`src/rtl/fixed_predictor.sv`:
```
// FLAC FIXED subframe reconstruction: warm-up passthrough, then order 0-4 prediction.
// Define FIXED_PRED_SAT_EN to clamp out-of-range predictions and flag oOverflow.
module fixed_predictor #(
    parameter int SAMPLE_W = 16,
    parameter int ACC_W    = 20
) (
    input  logic                iClk,
    input  logic                iRst,
    input  logic                iEn,
    input  logic [2:0]          iOrder,
    input  logic [15:0]         iBlockSize,
    input  logic [SAMPLE_W-1:0] iData,
    input  logic                iValid,
    output logic [SAMPLE_W-1:0] oSample,
    output logic                oValid,
    output logic                oDone,
    output logic                oError,
    output logic                oOverflow
);

    localparam int EXT_W = ACC_W - SAMPLE_W;

    typedef enum logic [1:0] {
        IDLE,
        WARMUP,
        PREDICT,
        DONE
    } state_t;

    state_t              state, stateNext;
    logic [2:0]          order;
    logic [15:0]         blockSize;
    logic [15:0]         cnt, cntNext, cntInc;
    logic [SAMPLE_W-1:0] s1, s2, s3, s4;
    logic [SAMPLE_W-1:0] s1Next, s2Next, s3Next, s4Next;
    logic [SAMPLE_W-1:0] sampleNext, predVal;
    logic                validNext, doneNext, errorNext;
    logic                predAccept;

    logic signed [ACC_W-1:0] xr, x1, x2, x3, x4, acc;

    function automatic logic signed [ACC_W-1:0] ext(input logic [SAMPLE_W-1:0] v);
        return {{EXT_W{v[SAMPLE_W-1]}}, v};
    endfunction

    assign xr     = ext(iData);
    assign x1     = ext(s1);
    assign x2     = ext(s2);
    assign x3     = ext(s3);
    assign x4     = ext(s4);
    assign cntInc = cnt + 16'd1;

    // Binomial coefficients built from shifts and adds only.
    always_comb begin
        acc = xr;
        case (order)
            3'd1: acc = xr + x1;
            3'd2: acc = xr + (x1 <<< 1) - x2;
            3'd3: acc = xr + (x1 <<< 1) + x1 - (x2 <<< 1) - x2 + x3;
            3'd4: acc = xr + (x1 <<< 2) - (x2 <<< 2) - (x2 <<< 1)
                        + (x3 <<< 2) - x4;
            default: acc = xr;
        endcase
    end

`ifdef FIXED_PRED_SAT_EN
    localparam logic [SAMPLE_W-1:0] SMAX = {1'b0, {(SAMPLE_W-1){1'b1}}};
    localparam logic [SAMPLE_W-1:0] SMIN = {1'b1, {(SAMPLE_W-1){1'b0}}};

    logic accOvf;
    logic ovfQ;

    assign accOvf  = ~((&acc[ACC_W-1:SAMPLE_W-1]) | ~(|acc[ACC_W-1:SAMPLE_W-1]));
    assign predVal = accOvf ? (acc[ACC_W-1] ? SMIN : SMAX) : acc[SAMPLE_W-1:0];

    always_ff @(posedge iClk) begin
        if (iRst) begin
            ovfQ <= 1'b0;
        end else if (predAccept && accOvf) begin
            ovfQ <= 1'b1;
        end
    end

    assign oOverflow = ovfQ;
`else
    logic unusedAccHi;

    assign unusedAccHi = ^acc[ACC_W-1:SAMPLE_W];
    assign predVal     = acc[SAMPLE_W-1:0];
    assign oOverflow   = 1'b0;
`endif

    assign predAccept = iEn && iValid && (state == PREDICT);

    always_comb begin
        stateNext  = state;
        cntNext    = cnt;
        s1Next     = s1;
        s2Next     = s2;
        s3Next     = s3;
        s4Next     = s4;
        sampleNext = oSample;
        validNext  = 1'b0;
        doneNext   = 1'b0;
        errorNext  = oError;
        if (iEn) begin
            unique case (state)
                IDLE: begin
                    if (blockSize == 16'd0) begin
                        stateNext = DONE;
                        doneNext  = 1'b1;
                    end else if (order > 3'd4) begin
                        errorNext = 1'b1;
                        stateNext = DONE;
                        doneNext  = 1'b1;
                    end else if (order == 3'd0) begin
                        stateNext = PREDICT;
                    end else begin
                        stateNext = WARMUP;
                    end
                end
                WARMUP, PREDICT: begin
                    if (iValid) begin
                        sampleNext = (state == WARMUP) ? iData : predVal;
                        validNext  = 1'b1;
                        s1Next     = sampleNext;
                        s2Next     = s1;
                        s3Next     = s2;
                        s4Next     = s3;
                        cntNext    = cntInc;
                        if (cntInc == blockSize) begin
                            stateNext = DONE;
                            doneNext  = 1'b1;
                        end else if (state == WARMUP &&
                                     cntInc == {13'd0, order}) begin
                            stateNext = PREDICT;
                        end
                    end
                end
                DONE: begin
                    stateNext = DONE;
                end
                default: stateNext = IDLE;
            endcase
        end
    end

    always_ff @(posedge iClk) begin
        if (iRst) begin
            state     <= IDLE;
            order     <= iOrder;
            blockSize <= iBlockSize;
            cnt       <= 16'd0;
            s1        <= '0;
            s2        <= '0;
            s3        <= '0;
            s4        <= '0;
            oSample   <= '0;
            oValid    <= 1'b0;
            oDone     <= 1'b0;
            oError    <= 1'b0;
        end else begin
            state     <= stateNext;
            cnt       <= cntNext;
            s1        <= s1Next;
            s2        <= s2Next;
            s3        <= s3Next;
            s4        <= s4Next;
            oSample   <= sampleNext;
            oValid    <= validNext;
            oDone     <= doneNext;
            oError    <= errorNext;
        end
    end

endmodule

```
`config.mk`:
```
export PLATFORM = sky130hd
export DESIGN_NAME = fixed_predictor
export DESIGN_NICKNAME = d
export VERILOG_FILES = /design/src/rtl/fixed_predictor.sv
export SDC_FILE = /design/constraint.sdc
export NUM_CORES = 1
export LEC_CHECK = 0
export CAP_MARGIN = 5
export CORE_MARGIN = 3
export CORE_UTILIZATION = 49
export DETAILED_ROUTE_END_ITERATION = 8
export DONT_BUFFER_PORTS = 1
export SKIP_LAST_GASP = 1
export SYNTH_ARGS = -nofsm -noshare
export SYNTH_HDL_FRONTEND = slang
export SYNTH_SLANG_ARGS = --single-unit
```
`constraint.sdc`:
```
create_clock -name iClk -period 10.6 [get_ports iClk]
set_input_delay 2.12 -clock iClk [delete_from_list [all_inputs] [get_ports iClk]]
set_output_delay 2.12 -clock iClk [all_outputs]
set_load 0.01 [all_outputs]
```
==> impl.org <==
** Global route
- Entering global routing, the biggest net connects about 100 pins.
- GRT Total Usage :: 24.27%
- Via count of the first global-routing pass :: 8715
- Global routing finished with a remaining overflow of 0.
- Antenna violations before repair :: 0
- Global-route wire length before repair :: 46820 um

** Power
- For this design the ratio of total power to cell area is 158.5 mW/mm2.
- Internal power :: 1.006 mW
- The share of total power dissipated in combinational logic is 55.0%.
- Of the total power, the share spent switching nets is 44.22%.
- Peak supply drop :: 0.1085 mV
- Standby leakage power :: 4.594 nW
- The analysis attributes to net switching a power of 0.7975 mW.
- Proportion of power drawn by flip-flops and latches :: 25.1%
- Proportion of power drawn by the clock network :: between 10% and 20%

** Yosys
- In the synthesized netlist the async set-or-reset flop fraction comes to 0%.
- After synthesis, flip-flops and latches occupy 20.81% of the total area.
- Commonest cells post-synth :: inv_1, nand2_1, a21oi_1
- The synthesized design devotes to its leading area cell type 18.33% of total area.
- In this run the mean area of a mapped cell was 8.426 um2.
- Number of enable flip-flop cells after synthesis :: 19
- inv_1 is the most common cell in the netlist.
- Netlist area before placement :: 0.01092 mm2
- Synthesis handed over a netlist of 1296 instances.
- Flip-flop and latch count after synthesis :: 104
- In the post-synthesis netlist, the biggest area contributors are fa_1, dfxtp_1, ha_1, inv_1, a21oi_1.
- Of all cell types, the one taking the most synthesized area is fa_1.
- Nets in the synthesized netlist :: 1521
- The most used flip-flop cell after synthesis is dfxtp_1.
- During synthesis, Yosys emitted a total of 0 warnings.
- Count of different cell masters after synthesis :: 78

** Worst hold path
- Worst min-delay path class :: reg -> reg

** Critical path
- Data on the critical path arrives at its endpoint at 7130 ps.
- Largest fanout of any net on the critical path :: 6
- Max stage delay on crit path :: 560 ps
- STA classifies the critical path endpoint as a flip-flop.
- Crit path max-delay cell type :: fa_1
- Series of cell instances along the critical path :: ha_1 > a21o_1 > a21oi_1 > o21bai_1 > a21oi_1 > o21bai_1 > a211oi_1 > nor2_1 > xnor2_1 > fa_1 > inv_1 > ha_1 > o211a_1 > o2111ai_1 > a211o_1 > and4_1 > nor4_1 > o21ai_1 > xnor3_1 > or4b_1 > a31oi_1
- At the worst endpoint, the required time is 10900 ps.
- The critical path in this run is classified as in -> reg.
- Broken down by cell family, the worst path's largest delay share belongs to compound AO/OA/AOI/OAI gates.
- Critical path launch point type :: input pin
- Together, buffers and inverters on the worst path number 1.

** Clocking
- Counting every sink on the clock net gives 104.
- Max Root-Sink Buffers :: 2
- The H-tree was split into 3 levels.
- CTS tree :: done
- Clock buffer count from CTS :: 9
- For this design, the CTS-stage hold fixing added 0 buffers.
- After clock tree synthesis, the clock-pin slew on the worst setup and hold paths is 90 ps.
- For the worst-skew pair, the clock arrives at the later sink with an insertion delay of 360 ps.
- Post-CTS timing repair inserted 0 buffers for setup.
- After clock tree synthesis, the repair step resized 0 gates.
- The root buffer cell chosen for the clock tree is clkbuf_16.

** Route
- In this run, the number of DRC markers left after iteration 0 of detailed routing was 654.
- Wires add up to between 20000 and 30000 um.
- Average vias per placed instance :: 5.715
- Total via count in the routed design :: between 8000 and 9000
- DRC :: 0
- The first detailed-routing pass took 5 iterations.
- Detail-routed net length per standard cell :: 18.27 um
- The detail route stage leaves a number of antenna-violating nets equal to 0.

** Timing
- Setup tns final :: 0 ps
- Unrepaired setup endpoints after global routing :: false
- The hold violation count in the final report was 0.
- Of the available clock period, the critical path in the final layout requires 64.46%.
- Fin Clk Skew :: approximately 9 ps
- Max transition margin :: 28.16%
- The number of max-slew violations in the final report is 0.
- Static timing analysis puts the maximum clock frequency at 0.1464 GHz.
- For the pin with the worst max-slew slack, the measured transition is between 1000 and 1500 ps.
- Post-layout minimum cycle time :: 6832 ps
- Setup violations remaining at the end of the flow were counted as 0.

** Floorplan
- approximately 60 I/O pins were placed.
- Site Rows :: 53
- The die covers between 0.02 and 0.025 mm2.
- DIE WIDTH :: 155.3 um
- The core region is 0.02149 mm2.
- The floorplan step set the die height to 155.3 um.
- Initial Util :: approximately half

** Layout
- The repair_antennas step left the layout with diodes totalling 0.
- Final Net Count :: 1486
- Final standard cell utilization of the core :: 52.97%
- Of the cells placed in the final design, the portion with a size suffix greater than 1 is 3.476%.
- Area grow syn2layout :: 4.216%
- Fillcell total :: around 2100

** Placed design
- At the end of routability-driven placement, the weighted congestion stood at 0.9438.
- Post-detailed-placement half-perimeter wirelength :: 21840 um
- Buffers placed on the I/O ports in this run total 0.

** Run
- Max capacitance violation total :: 0

** Run status
- The run finished with clean final reports.
## metal layers
| metal | vias to the layer above | GRT usage [%] | routed length (um) |
|---|---|---|---|
| met5 | - | 0 | 0 |
| met3 | 27 | 4.006 | 1544 |
| met2 | 226 | 38.46 | 12900 |
| li1 | 4305 | - | - |
| met4 | 0 | 5.336 | 416 |
| met1 | 4249 | 35.13 | 13290 |
## logic make-up after synthesis
logic type / synth area share, %
flip-flops: 20.81
multiplexers: 0.2979
AND/OR/NAND/NOR: 15.51
adder cells (fa/ha/maj): 28.19
buffers and inverters: 9.040
XOR/XNOR: 8.226
AO/OA/AOI/OAI: 17.90
other: 0.03434
## flip-flops by register name (all words and copies together) (netlist names)
name / count
cnt: 16
s1: 16
blockSize: 16
s2: 16
s3: 16
order: 3
state: 2
s4: 16
oValid: 1
oError: 1
oDone: 1
## cell usage in the layout (no fill, tap or decap), drive strengths merged, types with 4 or more instances in the layout
cell | synthesis | routed
o21ai | 41 | 41
a21oi | 120 | 120
o31ai | 8 | 8
a211o | 4 | 4
o2111ai | 9 | 9
o41ai | 4 | 4
clkbuf | 37 | 9
dfxtp | 85 | 85
xor2 | 44 | 44
nor2 | 51 | 51
buf | 14 | 5
and3 | 6 | 6
nor2b | 11 | 11
fa | 100 | 100
ha | 86 | 86
a211oi | 15 | 15
a21o | 20 | 20
nand2b | 18 | 18
nand4 | 10 | 10
nor3 | 26 | 26
nand2 | 155 | 155
and2 | 5 | 5
o21bai | 8 | 8
or3 | 14 | 14
nor4 | 15 | 15
o211ai | 11 | 11
edfxtp | 19 | 19
or2 | 4 | 4
inv | 196 | 200
a22oi | 11 | 11
a41oi | 5 | 5
a221oi | 12 | 12
xnor2 | 56 | 56
o21a | 9 | 9
nand3 | 20 | 20
## worst reg2reg max path, stage by stage (launching register included)
cell       delay, ps
dfxtp_1          620
ha_1             330
a21o_1           160
a21oi_1          230
o21bai_1          90
a21oi_1          240
o21bai_1         180
a211oi_1         390
nor2_1           110
xnor2_1          200
fa_1             560
inv_1             40
ha_1             350
o211a_1          210
o2111ai_1        130
a211o_1          300
and4_1           180
nor4_1           230
o21ai_1           90
xnor3_1          370
or4b_1           500
a31oi_1          170
## power groups by stage
| stage | logic [mW] | clock network [mW] | registers (mW) |
|---|---|---|---|
| final | 0.992 | 0.359 | 0.453 |
| after global routing | 1.11 | 0.382 | 0.457 |
| after CTS | 0.987 | 0.371 | 0.454 |
| after detailed placement | 0.978 | 0 | 0.463 |
| after global placement | 0.972 | 0 | 0.463 |
| after floorplan | 0.760 | 0 | 0.450 |
## layout make-up
cell class / count / area, um2 / share of cell area, %
Clock buffer: 9 / 225.2 / 1.979
Clock inverter: 7 / 93.84 / 0.8245
Multi-Input combinational cell: 945 / 7672 / 67.41
Timing Repair Buffer: 5 / 37.54 / 0.3298
Sequential cell: 104 / 2272 / 19.96
Inverter: 196 / 735.7 / 6.464
Tap cell: 275 / 344.1 / 3.023
## worst paths after layout
kind | start | end | slack (ps) | depth (start not counted)
worst max-delay path | iData[2] | s1[15] | 3770 | 21
worst min-delay path | s4[12] | s4[12] | 460 | 2
worst max register to register | s1[1] | s1[15] | 4850 | 21
worst min register to register | s4[12] | s4[12] | 460 | 2
## per-stage QoR
stage	std cells	setup slack [ps]	hold WS (ps)	total power, mW	instance area (um2)
6_report	1541	3768	455.6	1.803	11380
5_1_grt	1541	3499	477.2	1.949	11380
3_5_place_dp	1525	3444	442.6	1.441	11060
2_1_floorplan	1296	3974	436.3	1.210	10920
4_1_cts	1541	3790	454.9	1.812	11380
3_3_place_gp	1525	3561	437.9	1.435	11060
Note: power is estimated with default switching activity, not from simulation.
